$ cat config.mk
export PLATFORM = sky130hd
export DESIGN_NAME = rv_csr_ctrl_flat
export DESIGN_NICKNAME = d
export VERILOG_FILES = /design/src/rtl/rv_csr_ctrl_if.sv /design/src/rtl/rv_csr_ctrl.sv /design/src/flat_wrapper.sv
export SDC_FILE = /design/constraint.sdc
export NUM_CORES = 1
export LEC_CHECK = 0
export ABC_AREA = 1
export CORE_ASPECT_RATIO = 0.9
export CORE_MARGIN = 1.5
export CORE_UTILIZATION = 39
export CTS_CLUSTER_SIZE = 30
export DETAILED_ROUTE_END_ITERATION = 8
export PLACE_DENSITY = 0.87
export SYNTH_ARGS = -nofsm -noshare
export SYNTH_HDL_FRONTEND = slang
export SYNTH_SLANG_ARGS = --single-unit
$ cat constraint.sdc
create_clock -name i_clk -period 2.45 [get_ports i_clk]
set_input_delay 0.49 -clock i_clk [delete_from_list [all_inputs] [get_ports i_clk]]
set_output_delay 0.49 -clock i_clk [all_outputs]
set_load 0.05 [all_outputs]
$ cat src/rtl/rv_csr_ctrl_if.sv
// Request/response and CSR-file bus for rv_csr_ctrl.
// slave = the controller; master = the requesters plus the CSR storage.
interface rv_csr_ctrl_if;
    logic        i_t_valid;
    logic [11:0] i_t_idx;
    logic [1:0]  i_t_op;
    logic [31:0] i_t_data;
    logic        o_t_ready;
    logic        o_t_rsp_valid;

    logic        i_p_valid;
    logic [11:0] i_p_idx;
    logic [1:0]  i_p_op;
    logic        i_p_sel;
    logic [4:0]  i_p_imm;
    logic [31:0] i_p_data;
    logic        o_p_ready;
    logic        o_p_rsp_valid;

    logic [31:0] o_rsp_data;
    logic        o_rsp_illegal;

    logic        o_csr_re;
    logic        o_csr_we;
    logic [11:0] o_csr_idx;
    logic [31:0] o_csr_wdata;
    logic [31:0] i_csr_rdata;
    logic        i_csr_illegal;

    modport slave (
        input  i_t_valid, i_t_idx, i_t_op, i_t_data,
        output o_t_ready, o_t_rsp_valid,
        input  i_p_valid, i_p_idx, i_p_op, i_p_sel, i_p_imm, i_p_data,
        output o_p_ready, o_p_rsp_valid,
        output o_rsp_data, o_rsp_illegal,
        output o_csr_re, o_csr_we, o_csr_idx, o_csr_wdata,
        input  i_csr_rdata, i_csr_illegal
    );

    modport master (
        output i_t_valid, i_t_idx, i_t_op, i_t_data,
        input  o_t_ready, o_t_rsp_valid,
        output i_p_valid, i_p_idx, i_p_op, i_p_sel, i_p_imm, i_p_data,
        input  o_p_ready, o_p_rsp_valid,
        input  o_rsp_data, o_rsp_illegal,
        input  o_csr_re, o_csr_we, o_csr_idx, o_csr_wdata,
        output i_csr_rdata, i_csr_illegal
    );
endinterface

$ cat src/rtl/rv_csr_ctrl.sv
// CSR access sequencer: fixed-priority arbiter (trap over execute) running one
// read-modify-write per grant. Optional privilege check under CSR_PRIV_CHECK_EN.
module rv_csr_ctrl (
    input  logic         i_clk,
    input  logic         i_reset,
    input  logic         i_flush,
    input  logic [1:0]   i_priv,
    rv_csr_ctrl_if.slave bus,
    output logic [1:0]   o_state
);
    // Handshake: a request transfers in the cycle where valid and ready are both
    // high; ready is combinational, only in IDLE, and never depends on ready.
    typedef enum logic [1:0] {IDLE = 2'd0, READ = 2'd1, WRITE = 2'd2, RESP = 2'd3} state_t;

    state_t      state_q, state_d;
    logic        own_p_q;
    logic [11:0] idx_q;
    logic [1:0]  op_q;
    logic [31:0] opnd_q;
    logic [31:0] old_q;
    logic        ill_q;
    logic        priv_fault_q;

    logic        t_accept, p_accept;
    logic        priv_fault_d;
    logic        wr_req, illegal_now;
    logic [31:0] new_val;

    assign t_accept = (state_q == IDLE) && bus.i_t_valid;
    assign p_accept = (state_q == IDLE) && !bus.i_t_valid && bus.i_p_valid && !i_flush;

`ifdef CSR_PRIV_CHECK_EN
    assign priv_fault_d = t_accept ? (bus.i_t_idx[9:8] > i_priv)
                                   : (bus.i_p_idx[9:8] > i_priv);
`else
    logic unused_priv;
    assign unused_priv  = ^i_priv;
    assign priv_fault_d = 1'b0;
`endif

    // set/clear with a zero operand is a pure read and must not fault on RO CSRs
    assign wr_req      = (op_q != 2'b00) && !(op_q[1] && (opnd_q == 32'd0));
    assign illegal_now = bus.i_csr_illegal || (wr_req && (idx_q[11:10] == 2'b11)) || priv_fault_q;

    always_comb begin
        case (op_q)
            2'b01:   new_val = opnd_q;
            2'b10:   new_val = bus.i_csr_rdata | opnd_q;
            2'b11:   new_val = bus.i_csr_rdata & ~opnd_q;
            default: new_val = bus.i_csr_rdata;
        endcase
    end

    always_comb begin
        state_d           = state_q;
        bus.o_t_ready     = 1'b0;
        bus.o_p_ready     = 1'b0;
        bus.o_t_rsp_valid = 1'b0;
        bus.o_p_rsp_valid = 1'b0;
        bus.o_rsp_data    = 32'd0;
        bus.o_rsp_illegal = 1'b0;
        bus.o_csr_re      = 1'b0;
        bus.o_csr_we      = 1'b0;
        bus.o_csr_idx     = 12'd0;
        bus.o_csr_wdata   = 32'd0;
        case (state_q)
            IDLE: begin
                bus.o_t_ready = t_accept;
                bus.o_p_ready = p_accept;
                if (t_accept || p_accept) state_d = READ;
            end
            READ: begin
                bus.o_csr_re  = 1'b1;
                bus.o_csr_idx = idx_q;
                state_d       = (own_p_q && i_flush) ? IDLE : WRITE;
            end
            WRITE: begin
                if (wr_req && !illegal_now) begin
                    bus.o_csr_we    = 1'b1;
                    bus.o_csr_idx   = idx_q;
                    bus.o_csr_wdata = new_val;
                end
                state_d = RESP;
            end
            RESP: begin
                bus.o_t_rsp_valid = !own_p_q;
                bus.o_p_rsp_valid = own_p_q;
                bus.o_rsp_data    = old_q;
                bus.o_rsp_illegal = ill_q;
                state_d           = IDLE;
            end
            default: state_d = IDLE;
        endcase
    end

    always_ff @(posedge i_clk or posedge i_reset) begin
        if (i_reset) begin
            state_q      <= IDLE;
            own_p_q      <= 1'b0;
            idx_q        <= 12'd0;
            op_q         <= 2'b00;
            opnd_q       <= 32'd0;
            old_q        <= 32'd0;
            ill_q        <= 1'b0;
            priv_fault_q <= 1'b0;
        end else begin
            state_q <= state_d;
            if (t_accept) begin
                own_p_q      <= 1'b0;
                idx_q        <= bus.i_t_idx;
                op_q         <= bus.i_t_op;
                opnd_q       <= bus.i_t_data;
                priv_fault_q <= priv_fault_d;
            end else if (p_accept) begin
                own_p_q      <= 1'b1;
                idx_q        <= bus.i_p_idx;
                op_q         <= bus.i_p_op;
                opnd_q       <= bus.i_p_sel ? {27'd0, bus.i_p_imm} : bus.i_p_data;
                priv_fault_q <= priv_fault_d;
            end
            if (state_q == WRITE) begin
                old_q <= bus.i_csr_rdata;
                ill_q <= illegal_now;
            end
        end
    end

    assign o_state = state_q;
endmodule

$ cat src/flat_wrapper.sv
// flat-port wrapper written by rule: the top's interface ports become plain ports
module rv_csr_ctrl_flat 
  (i_clk, i_reset, i_flush, i_priv, o_state, bus_i_t_valid, bus_i_t_idx, bus_i_t_op, bus_i_t_data, bus_o_t_ready, bus_o_t_rsp_valid, bus_i_p_valid, bus_i_p_idx, bus_i_p_op, bus_i_p_sel, bus_i_p_imm, bus_i_p_data, bus_o_p_ready, bus_o_p_rsp_valid, bus_o_rsp_data, bus_o_rsp_illegal, bus_o_csr_re, bus_o_csr_we, bus_o_csr_idx, bus_o_csr_wdata, bus_i_csr_rdata, bus_i_csr_illegal);
  rv_csr_ctrl_if bus_i ();
  input  logic i_clk;
  input  logic i_reset;
  input  logic i_flush;
  input  logic [1:0] i_priv;
  output logic [1:0] o_state;
  input wire logic [$bits(bus_i.i_t_valid)-1:0] bus_i_t_valid;
  input wire logic [$bits(bus_i.i_t_idx)-1:0] bus_i_t_idx;
  input wire logic [$bits(bus_i.i_t_op)-1:0] bus_i_t_op;
  input wire logic [$bits(bus_i.i_t_data)-1:0] bus_i_t_data;
  output wire logic [$bits(bus_i.o_t_ready)-1:0] bus_o_t_ready;
  output wire logic [$bits(bus_i.o_t_rsp_valid)-1:0] bus_o_t_rsp_valid;
  input wire logic [$bits(bus_i.i_p_valid)-1:0] bus_i_p_valid;
  input wire logic [$bits(bus_i.i_p_idx)-1:0] bus_i_p_idx;
  input wire logic [$bits(bus_i.i_p_op)-1:0] bus_i_p_op;
  input wire logic [$bits(bus_i.i_p_sel)-1:0] bus_i_p_sel;
  input wire logic [$bits(bus_i.i_p_imm)-1:0] bus_i_p_imm;
  input wire logic [$bits(bus_i.i_p_data)-1:0] bus_i_p_data;
  output wire logic [$bits(bus_i.o_p_ready)-1:0] bus_o_p_ready;
  output wire logic [$bits(bus_i.o_p_rsp_valid)-1:0] bus_o_p_rsp_valid;
  output wire logic [$bits(bus_i.o_rsp_data)-1:0] bus_o_rsp_data;
  output wire logic [$bits(bus_i.o_rsp_illegal)-1:0] bus_o_rsp_illegal;
  output wire logic [$bits(bus_i.o_csr_re)-1:0] bus_o_csr_re;
  output wire logic [$bits(bus_i.o_csr_we)-1:0] bus_o_csr_we;
  output wire logic [$bits(bus_i.o_csr_idx)-1:0] bus_o_csr_idx;
  output wire logic [$bits(bus_i.o_csr_wdata)-1:0] bus_o_csr_wdata;
  input wire logic [$bits(bus_i.i_csr_rdata)-1:0] bus_i_csr_rdata;
  input wire logic [$bits(bus_i.i_csr_illegal)-1:0] bus_i_csr_illegal;
  assign bus_i.i_t_valid = bus_i_t_valid;
  assign bus_i.i_t_idx = bus_i_t_idx;
  assign bus_i.i_t_op = bus_i_t_op;
  assign bus_i.i_t_data = bus_i_t_data;
  assign bus_o_t_ready = bus_i.o_t_ready;
  assign bus_o_t_rsp_valid = bus_i.o_t_rsp_valid;
  assign bus_i.i_p_valid = bus_i_p_valid;
  assign bus_i.i_p_idx = bus_i_p_idx;
  assign bus_i.i_p_op = bus_i_p_op;
  assign bus_i.i_p_sel = bus_i_p_sel;
  assign bus_i.i_p_imm = bus_i_p_imm;
  assign bus_i.i_p_data = bus_i_p_data;
  assign bus_o_p_ready = bus_i.o_p_ready;
  assign bus_o_p_rsp_valid = bus_i.o_p_rsp_valid;
  assign bus_o_rsp_data = bus_i.o_rsp_data;
  assign bus_o_rsp_illegal = bus_i.o_rsp_illegal;
  assign bus_o_csr_re = bus_i.o_csr_re;
  assign bus_o_csr_we = bus_i.o_csr_we;
  assign bus_o_csr_idx = bus_i.o_csr_idx;
  assign bus_o_csr_wdata = bus_i.o_csr_wdata;
  assign bus_i.i_csr_rdata = bus_i_csr_rdata;
  assign bus_i.i_csr_illegal = bus_i_csr_illegal;
  rv_csr_ctrl u_core (.i_clk(i_clk), .i_reset(i_reset), .i_flush(i_flush), .i_priv(i_priv), .bus(bus_i), .o_state(o_state));
endmodule
==> After elaboration in Yosys (flattened, before gate mapping) <==
Index checks and enable logic that the tools add are counted.
{ "totals": {"reg_bits": 83, "input_bits": 138, "out_inout_bits": 85, "wordCells": 68} }
{ "op_classes": {"eq_ne": 8, "mux": 28, "bitwise": 3, "n_reduce_logical": 21} }
{ "op_table": {"columns": ["cell", "n"], "rows": [
  ["32-bit two-way mux", 6],
  ["32-bit one-hot mux with 3 select lines", 1],
  ["12-bit two-way mux", 3],
  ["32-bit AND", 1],
  ["32-bit logical NOT", 1],
  ["32-bit NOT", 1],
  ["32-bit bitwise OR", 1],
  ["12-bit one-hot mux with 2 select lines", 1],
  ["1-bit two-way mux", 12],
  ["2-bit == test, second input constant", 5],
  ["1-bit logical AND", 9],
  ["2-bit two-way mux", 4],
  ["2-bit one-hot mux with 4 select lines", 1],
  ["1-bit logical NOT", 5],
  ["2-bit by 1-bit == test with 1-bit output, second input constant", 2],
  ["2-bit nonzero test", 2],
  ["1-bit logical OR", 3],
  ["2-bit logical NOT", 1],
  ["2-bit inequality test, second input constant", 1]
]} }

==> Longest topological paths before layout <==
Gate-level depths: netlist of the first run.
{ "depth": {"word_depth": 11, "ltp_mapped": 11, "mapped_depth_nobuf": 9} }

==> Worst setup path after synthesis of the first run <==
Ideal clock, no wire load.
{ "synth_path": {"path_kind": "reg-to-output", "from": "reg with a tool-made name", "to": "out bus_o_csr_idx[0]", "arrival_ns": 2.533, "required_ns": 1.960, "path_slack_ns": -0.573, "path_stages_with_launch": 6, "path_buffers": 1, "cell_sequence": "dfrtp_1 > inv_1 > ha_1 > inv_1 > clkbuf_1 > a21oi_1"} }
{ "synth_lines": {"columns": ["item", "line_no", "source"], "rows": [
  ["end, declared", "flat_wrapper.sv:28", "output wire logic [$bits(bus_i.o_csr_idx)-1:0] bus_o_csr_idx;"]
]} }

==> Worst setup path after layout of the first run <==
{ "layout_path": {"from": "reg u_core.opnd_q[25]", "to": "out bus_o_csr_idx[3]"} }
{ "layout_via": {"elab_chain_len": 11} }
{ "layout_lines": {"columns": ["item", "line_no", "source"], "rows": [
  ["start, declared", "rv_csr_ctrl.sv:19", "logic [31:0] opnd_q;"],
  ["start signal, assigned", "rv_csr_ctrl.sv:112", "opnd_q <= bus.i_t_data;"],
  ["start signal, assigned", "rv_csr_ctrl.sv:118", "opnd_q <= bus.i_p_sel ? {27'd0, bus.i_p_imm} : bus.i_p_data;"],
  ["32-bit logical NOT *", "rv_csr_ctrl.sv:42", "assign wr_req = (op_q != 2'b00) && !(op_q[1] && (opnd_q == 32'd0));"],
  ["1-bit logical AND *", "rv_csr_ctrl.sv:42", null],
  ["1-bit logical NOT *", "rv_csr_ctrl.sv:42", null],
  ["1-bit logical AND *", "rv_csr_ctrl.sv:42", null],
  ["1-bit logical AND", "rv_csr_ctrl.sv:43", "assign illegal_now = bus.i_csr_illegal || (wr_req && (idx_q[11:10] == 2'b11)) || priv_fault_q;"],
  ["1-bit logical OR (2 in series)", "rv_csr_ctrl.sv:43", null],
  ["1-bit logical NOT", "rv_csr_ctrl.sv:78", "if (wr_req && !illegal_now) begin"],
  ["1-bit logical AND *", "rv_csr_ctrl.sv:78", null],
  ["12-bit two-way mux *", "rv_csr_ctrl.sv:78", null],
  ["12-bit one-hot mux with 2 select lines *", "rv_csr_ctrl.sv:66", "case (state_q)"]
]} }
Every way passes the cells marked *; elsewhere a longest branch is shown, timed or not.

==> out/metrics.csv, run 1 <==
stage,metric,value,unit
run_status,status,"complete, but fails checks",
run_status,failing checks,setup timing,
route,Routed WL,19000,um
route,drt pass-1 iters,6,
critical_path,Stages on worst setup path,11,
synth,cell taking the most area after synthesis,dfrtp_1,
floorplan,number of core rows,39,
route,wire per inst,16.8,um
synth,Post-synth top cells,"nand2_1 (166), inv_1 (133), nor2_1 (90)",
floorplan,die area,0.0136,sq mm
pwr,VDD IR max,0.000718,V
route,drt initial violations,512,
flow_run,max cap viols,0,
placement,placed insts,1094,
route,DR vias,5898,
critical_path,worst-path cell chain,nor2_1 > nand2_1 > nor2_2 > nand3_2 > nor2_4 > nor2_4 > nand4_4 > buf_12 > clkbuf_16 > a21oi_4 > buf_12,
global_routing,Total GRT Usage,26.9,%
sta,skew final,4.65,ps
route,vias per inst,5.23,
critical_path,crit end category,primary output,
cells_and_area,nets@finish,1102,
critical_path,critical path launch point type,register,
pwr,Power Density,1300,mW/mm^2
critical_path,CP bufs+invs,3,
sta,"Hold Violations, Final",0,
global_routing,first-pass GRT wire length,28100,um
floorplan,Die X,123,um
sta,post-route minimum period,2560,ps
synth,Post-Syn Area per Cell,6.82,sq um
synth,Synth top area share,40.9,%
placement,Port Buffers,220,
synth,Synth area leaders,"dfrtp_1 (41%), nand2_1 (12%), inv_1 (9.9%), nor2_1 (6.7%), a31oi_1 (5.1%)",
cts,TritonCTS Buffers,9,
cts,cts hold-fix bufs,0,
synth,"Cell Area, Synth",0.00502,sq mm
cells_and_area,Layout fillers,905,
sta,Max Clock Freq,390,MHz
pwr,final total power,12.0,mW
synth,post-synthesis cell count,736,
floorplan,Starting Density,39.7,%
placement,post-DP HPWL,13200,um
global_routing,Overflow after GRT,0,
floorplan,# IOs,223,
placement,post-place instance area,0.00836,sq mm
synth,Netlist cell types,24,
floorplan,core region area,0.0126,sq mm
critical_path,CP Class,reg2out,
sta,Final WS setup,-113,ps
synth,Synth Register Bits,82,
synth,sequential cell area fraction in the yosys report,40.9,%
global_routing,largest net degree at the start of global routing,76,
critical_path,CP required,1960,ps
floorplan,DIE HEIGHT,111,um
cells_and_area,synth-to-layout area growth,83.6,%
sta,Max Slew Vio Count,0,
synth,"FFs w/ async S/R, synth",100,%
cts,clock slew at reported path FFs,60,ps
cts,largest buffer count on any clock path,2,
hold_path,worst hold path type,in2async,
critical_path,Worst path top cell family by delay,simple AND/OR/NAND/NOR gates,
cts,CTS root buf,clkbuf_16,
cells_and_area,fin util,72.9,%
critical_path,R2R depth,6,
critical_path,Critical Path Fanout Max,5,
sta,Final period util,105,%
critical_path,Worst path slowest cell,dfrtp_1,
cells_and_area,Sequential Area,0.00205,sq mm
route,Post-DRT Antenna Nets,0,
synth,Yosys warnings,0,
sta,RSZ-0062 raised after global routing,true,
cells_and_area,cell area after layout,0.00922,sq mm
cells_and_area,fin cells,1128,
sta,final setup violation count,45,
synth,top-count cell post-synth,nand2_1,
route,DRC violations left,0,
synth,top_reg_cell synth,dfrtp_1,
global_routing,vias in the first global route,5423,
critical_path,Crit path largest cell delay,420,ps
global_routing,initial antenna violation count,0,
cells_and_area,layout cells sized above 1,21.6,%
synth,Post-synth EDFFs,0,
critical_path,CP arrival,2070,ps
cts,clk sinks,82,
pwr,Pleak,4.25,nW
cts,worst skew pair latency,340,ps
cells_and_area,Antenna diodes,0,
cts,CTS tree,built,
sta,worst slew pin tran,679,ps
cts,# H-tree levels,3,
synth,syn nets,879,
cells_and_area,footprint of the multi-input gates,0.00264,sq mm
placement,Final GP Congestion,0.882,
sta,max-slew headroom at the worst pin,54.4,%
-- state kept, by name, indices dropped and copies added (netlist names), named ones only --
signal,cells
u_core.old_q,32
u_core.opnd_q,32
u_core.idx_q,12
u_core.op_q,2
u_core.ill_q,1
u_core.o_state,1
u_core.own_p_q,1
-- logic make-up after synthesis --
| family | Yosys count | synth area share, % |
|---|---|---|
| adder cells (fa/ha/maj) | 5 | 1.25 |
| flip-flops | 82 | 40.9 |
| buffers and inverters | 184 | 14.8 |
| XOR/XNOR | 1 | 0.175 |
| AND/OR/NAND/NOR | 301 | 24.2 |
| AO/OA/AOI/OAI | 163 | 18.7 |
-- power by group --
| group | total (mW) | internal, mW | switching (mW) | leakage [nW] |
|---|---|---|---|---|
| sequential | 2.58 | 2.05 | 0.530 | 0.968 |
| clock | 1.26 | 0.709 | 0.553 | 0.131 |
| combinational | 8.14 | 3.29 | 4.85 | 3.15 |
| total | 12.0 | 6.05 | 5.93 | 4.25 |
-- final timing paths --
path                                     end              start  slack [ps]
min in group i_clk          u_core.old_q[17]   u_core.old_q[17]         490
max in group asynchronous    u_core.old_q[7]            i_reset        1380
setup reg to reg            u_core.old_q[31]  u_core.o_state[0]         360
hold / removal             u_core.opnd_q[25]            i_reset         430
setup / recovery            bus_o_csr_idx[3]  u_core.opnd_q[25]        -110
hold reg to reg             u_core.old_q[17]   u_core.old_q[17]         490
-- layout by cell type (no fill, tap or decap), types with 23 or more instances in the layout --
cell and instances:
buf_12 89, nand2_1 165, nor2_4 33, a31oi_1 41, inv_1 124, dfrtp_1 81, buf_4 23, o22ai_1 30
nand3_1 35, o21ai_0 45, clkdlybuf4s50_1 137, a21oi_1 32, nor2_1 58
-- worst reg2reg max path, stage by stage, from the launching register on --
cell and delay, ps:
dfrtp_1 430, inv_1 190, ha_4 220, clkinv_1 560, buf_12 410, nand2_1 90
o21ai_0 80
-- per-stage QoR --
stage / hold slack (ps) / worst slack [ps] / TNS [ps]
CTS: 425 / -34.1 / -336
detailed placement: 459 / 171 / 0
global route: 424 / -225 / -8780
finish: 430 / -113 / -3650
floorplan: 442 / -196 / -6950
global placement: 458 / 189 / 0
-- what timing repair did --
item / 4_1_cts / 5_1_grt
endpoints found under the setup margin: 43 / 45
setup buffers: 5 / 7
gates resized for setup: 41 / 50
pin swaps: 0 / 4
gates cloned: 2 / 4
-- area by class of cell --
class | instances | area share, %
repair buffers | 259 | 38.3
well taps | 164 | 2.23
flip-flops and latches | 82 | 22.3
inverters | 137 | 5.67
clock buffers | 11 | 2.63
clock inverters | 5 | 0.326
multi-input cells | 470 | 28.6
-- routing by layer --
layer / wire length, um / share of wire (%) / track usage (%)
met4: 977 / 5.1 / 14.7
met3: 1230 / 6.5 / 5.22
met5: 0 / 0 / 0
met2: 9300 / 49 / 42.3
met1: 7470 / 39 / 34.6
No activity file was read; power rests on OpenSTA's default activity.
==> run 2, diff against run 1 <==
ABC_CLOCK_PERIOD_IN_PS = 2450   (was default)
GPL_TIMING_DRIVEN = 0   (was default)
SKIP_CTS_REPAIR_TIMING = 1   (was default)
==> out/metrics.csv, run 2 (synthesis results as in run 1) <==
stage,metric,value,unit,change
run_status,status,"complete, but fails checks",,
run_status,failing checks,setup timing,,
floorplan,# IOs,223,,unchanged
sta,TNS Setup,-10020,ps,-6370 ps
cts,clk sinks,82,,unchanged
critical_path,CP required,1960,ps,about the same
cts,CTS root buf,clkbuf_16,,
flow_run,max cap viols,0,,unchanged
global_routing,most crowded layer after global routing,met2,,
floorplan,die area,0.0136,sq mm,unchanged
cells_and_area,"leading cell types in the layout, fill and taps excluded","nand2_1 (165), clkdlybuf4s50_1 (138), inv_1 (132), dfrtp_1 (82), nor2_1 (58)",,
floorplan,DIE HEIGHT,111,um,unchanged
cells_and_area,synth-to-layout area growth,69.1,%,
sta,final setup violation count,46,,+2.2%
pwr,final total power,11.4,mW,-4.8%
critical_path,Critical Path Fanout Max,7,,+2
global_routing,first-pass GRT wire length,27800,um,-0.98%
route,Routed WL,20000,um,+5.4%
sta,RSZ-0062 raised after global routing,true,,
sta,max-slew headroom at the worst pin,63.1,%,+8.7 points
cells_and_area,Largest regs,"u_core.old_q (32), u_core.opnd_q (32), u_core.idx_q (12)",,
pwr,Pleak,4.21,nW,-0.87%
cells_and_area,nets@finish,1140,,+3.4%
cts,# H-tree levels,3,,unchanged
sta,skew final,3.24,ps,-1.41 ps
placement,placed insts,1122,,+2.6%
route,vias per inst,5.24,,+0.17%
sta,Final period util,112,%,+7.3 points
floorplan,number of core rows,39,,unchanged
route,drt pass-1 iters,5,,-1
global_routing,M2 GR Usage,42.3,%,unchanged
sta,post-route minimum period,2740,ps,+179 ps
cells_and_area,"most common cell after layout, fill and taps aside",nand2_1,,
placement,Final GP Congestion,0.856,,-3.0%
critical_path,CP Class,reg2out,,
floorplan,Die X,123,um,unchanged
sta,"Hold Violations, Final",0,,unchanged
route,DRC violations left,0,,unchanged
critical_path,crit end category,primary output,,
placement,Port Buffers,220,,unchanged
pwr,VDD IR max,0.000591,V,-18%
sta,worst slew pin tran,554,ps,-126 ps
placement,post-DP HPWL,13700,um,+4.0%
cts,CTS tree,built,,
pwr,Power Density,1340,mW/mm^2,+3.4%
global_routing,Overflow after GRT,0,,unchanged
sta,Final WS setup,-292,ps,-179 ps
global_routing,met1 Use GR,33.6,%,-0.99 points
global_routing,initial antenna violation count,0,,unchanged
cells_and_area,fin cells,1166,,+3.4%
sta,Max Clock Freq,365,MHz,-6.5%
route,drt initial violations,604,,+18%
hold_path,worst hold path type,in2async,,
route,wire per inst,17.1,um,+2.0%
cts,TritonCTS Buffers,9,,unchanged
cells_and_area,Antenna diodes,0,,unchanged
route,Post-DRT Antenna Nets,0,,unchanged
global_routing,met3 usage,5.79,%,+0.57 points
floorplan,Starting Density,39.7,%,unchanged
critical_path,CP arrival,2250,ps,+180 ps
global_routing,vias in the first global route,5514,,+1.7%
floorplan,core region area,0.0126,sq mm,unchanged
global_routing,Total GRT Usage,26.1,%,-0.80 points
cells_and_area,layout cells sized above 1,21.2,%,-0.42 points
cts,clock slew at reported path FFs,60,ps,about the same
global_routing,largest net degree at the start of global routing,40,,-47%
sta,Max Slew Vio Count,0,,unchanged
critical_path,critical path launch point type,register,,
cts,largest buffer count on any clock path,2,,unchanged
route,DR vias,6107,,+3.5%
cts,worst skew pair latency,340,ps,about the same
-- run 2: cell types whose count changed in the layout (fill, tap and decap cells not counted), sizes merged, moves of 2 or more --
cell,previous run,this run
dlymetal6s2s,0,6
clkbuf,15,69
bufinv,0,2
buf,117,94
-- run 2: final timing paths --
kind	from	endpoint	slack, ps	depth (start not counted)
hold / removal	i_reset	u_core.opnd_q[28]	410	2
hold reg to reg	u_core.old_q[31]	u_core.old_q[31]	490	2
min in group i_clk	u_core.old_q[31]	u_core.old_q[31]	490	2
setup / recovery	u_core.opnd_q[8]	bus_o_csr_wdata[13]	-290	11
setup reg to reg	u_core.o_state[0]	u_core.opnd_q[8]	340	8
max in group asynchronous	i_reset	u_core.idx_q[2]	1340	4
-- run 2: routing by layer --
layer / wire (um) / vias to the layer above
li1: - / 2859
met1: 7840 / 2807
met2: 9440 / 359
met3: 1710 / 82
met4: 1010 / 0
met5: 0 / -
-- run 2: final cells by class --
| class | instances | area, sq um |
|---|---|---|
| Buffer | 44 | 262 |
| Clock buffer | 11 | 243 |
| Clock inverter | 5 | 77.6 |
| Fill cell | 981 | 4150 |
| Inverter | 137 | 520 |
| Multi-Input combinational cell | 471 | 2630 |
| Sequential cell | 82 | 2050 |
| Tap cell | 164 | 205 |
| Timing Repair Buffer | 252 | 2500 |
-- run 2: stage by stage --
step           setup slack (ps)  util, %  instance area (sq um)  hold WS [ps]
2_1_floorplan              -196        -                   5130           442
3_3_place_gp               -799     59.6                   7530           460
3_5_place_dp               -816     59.9                   7570           468
4_1_cts                    -916     62.5                   7900           410
5_1_grt                    -347     67.2                   8490           435
6_report                   -292     67.2                   8490           411
-- run 2: worst max-delay path: stages (launching register included) --
cell and delay, ps:
dfrtp_1 430, nor2_1 180, nand2_1 100, nor2_1 180, nand3_2 130, nor2_4 160
nor2_4 70, nand4_4 160, buf_6 180, buf_4 130, nor2_4 30, buf_6 140
-- run 2: power by group --
group,total (mW),internal [mW],switching [mW]
combinational,7.37,2.53,4.83
clock,1.47,0.918,0.552
sequential,2.57,2.05,0.523
==> run 3, diff against run 2 <==
HOLD_SLACK_MARGIN = 0.08   (was default)
==> results of run 3 <==
No change in the layout: final DEF, timing and power equal those of run 2.
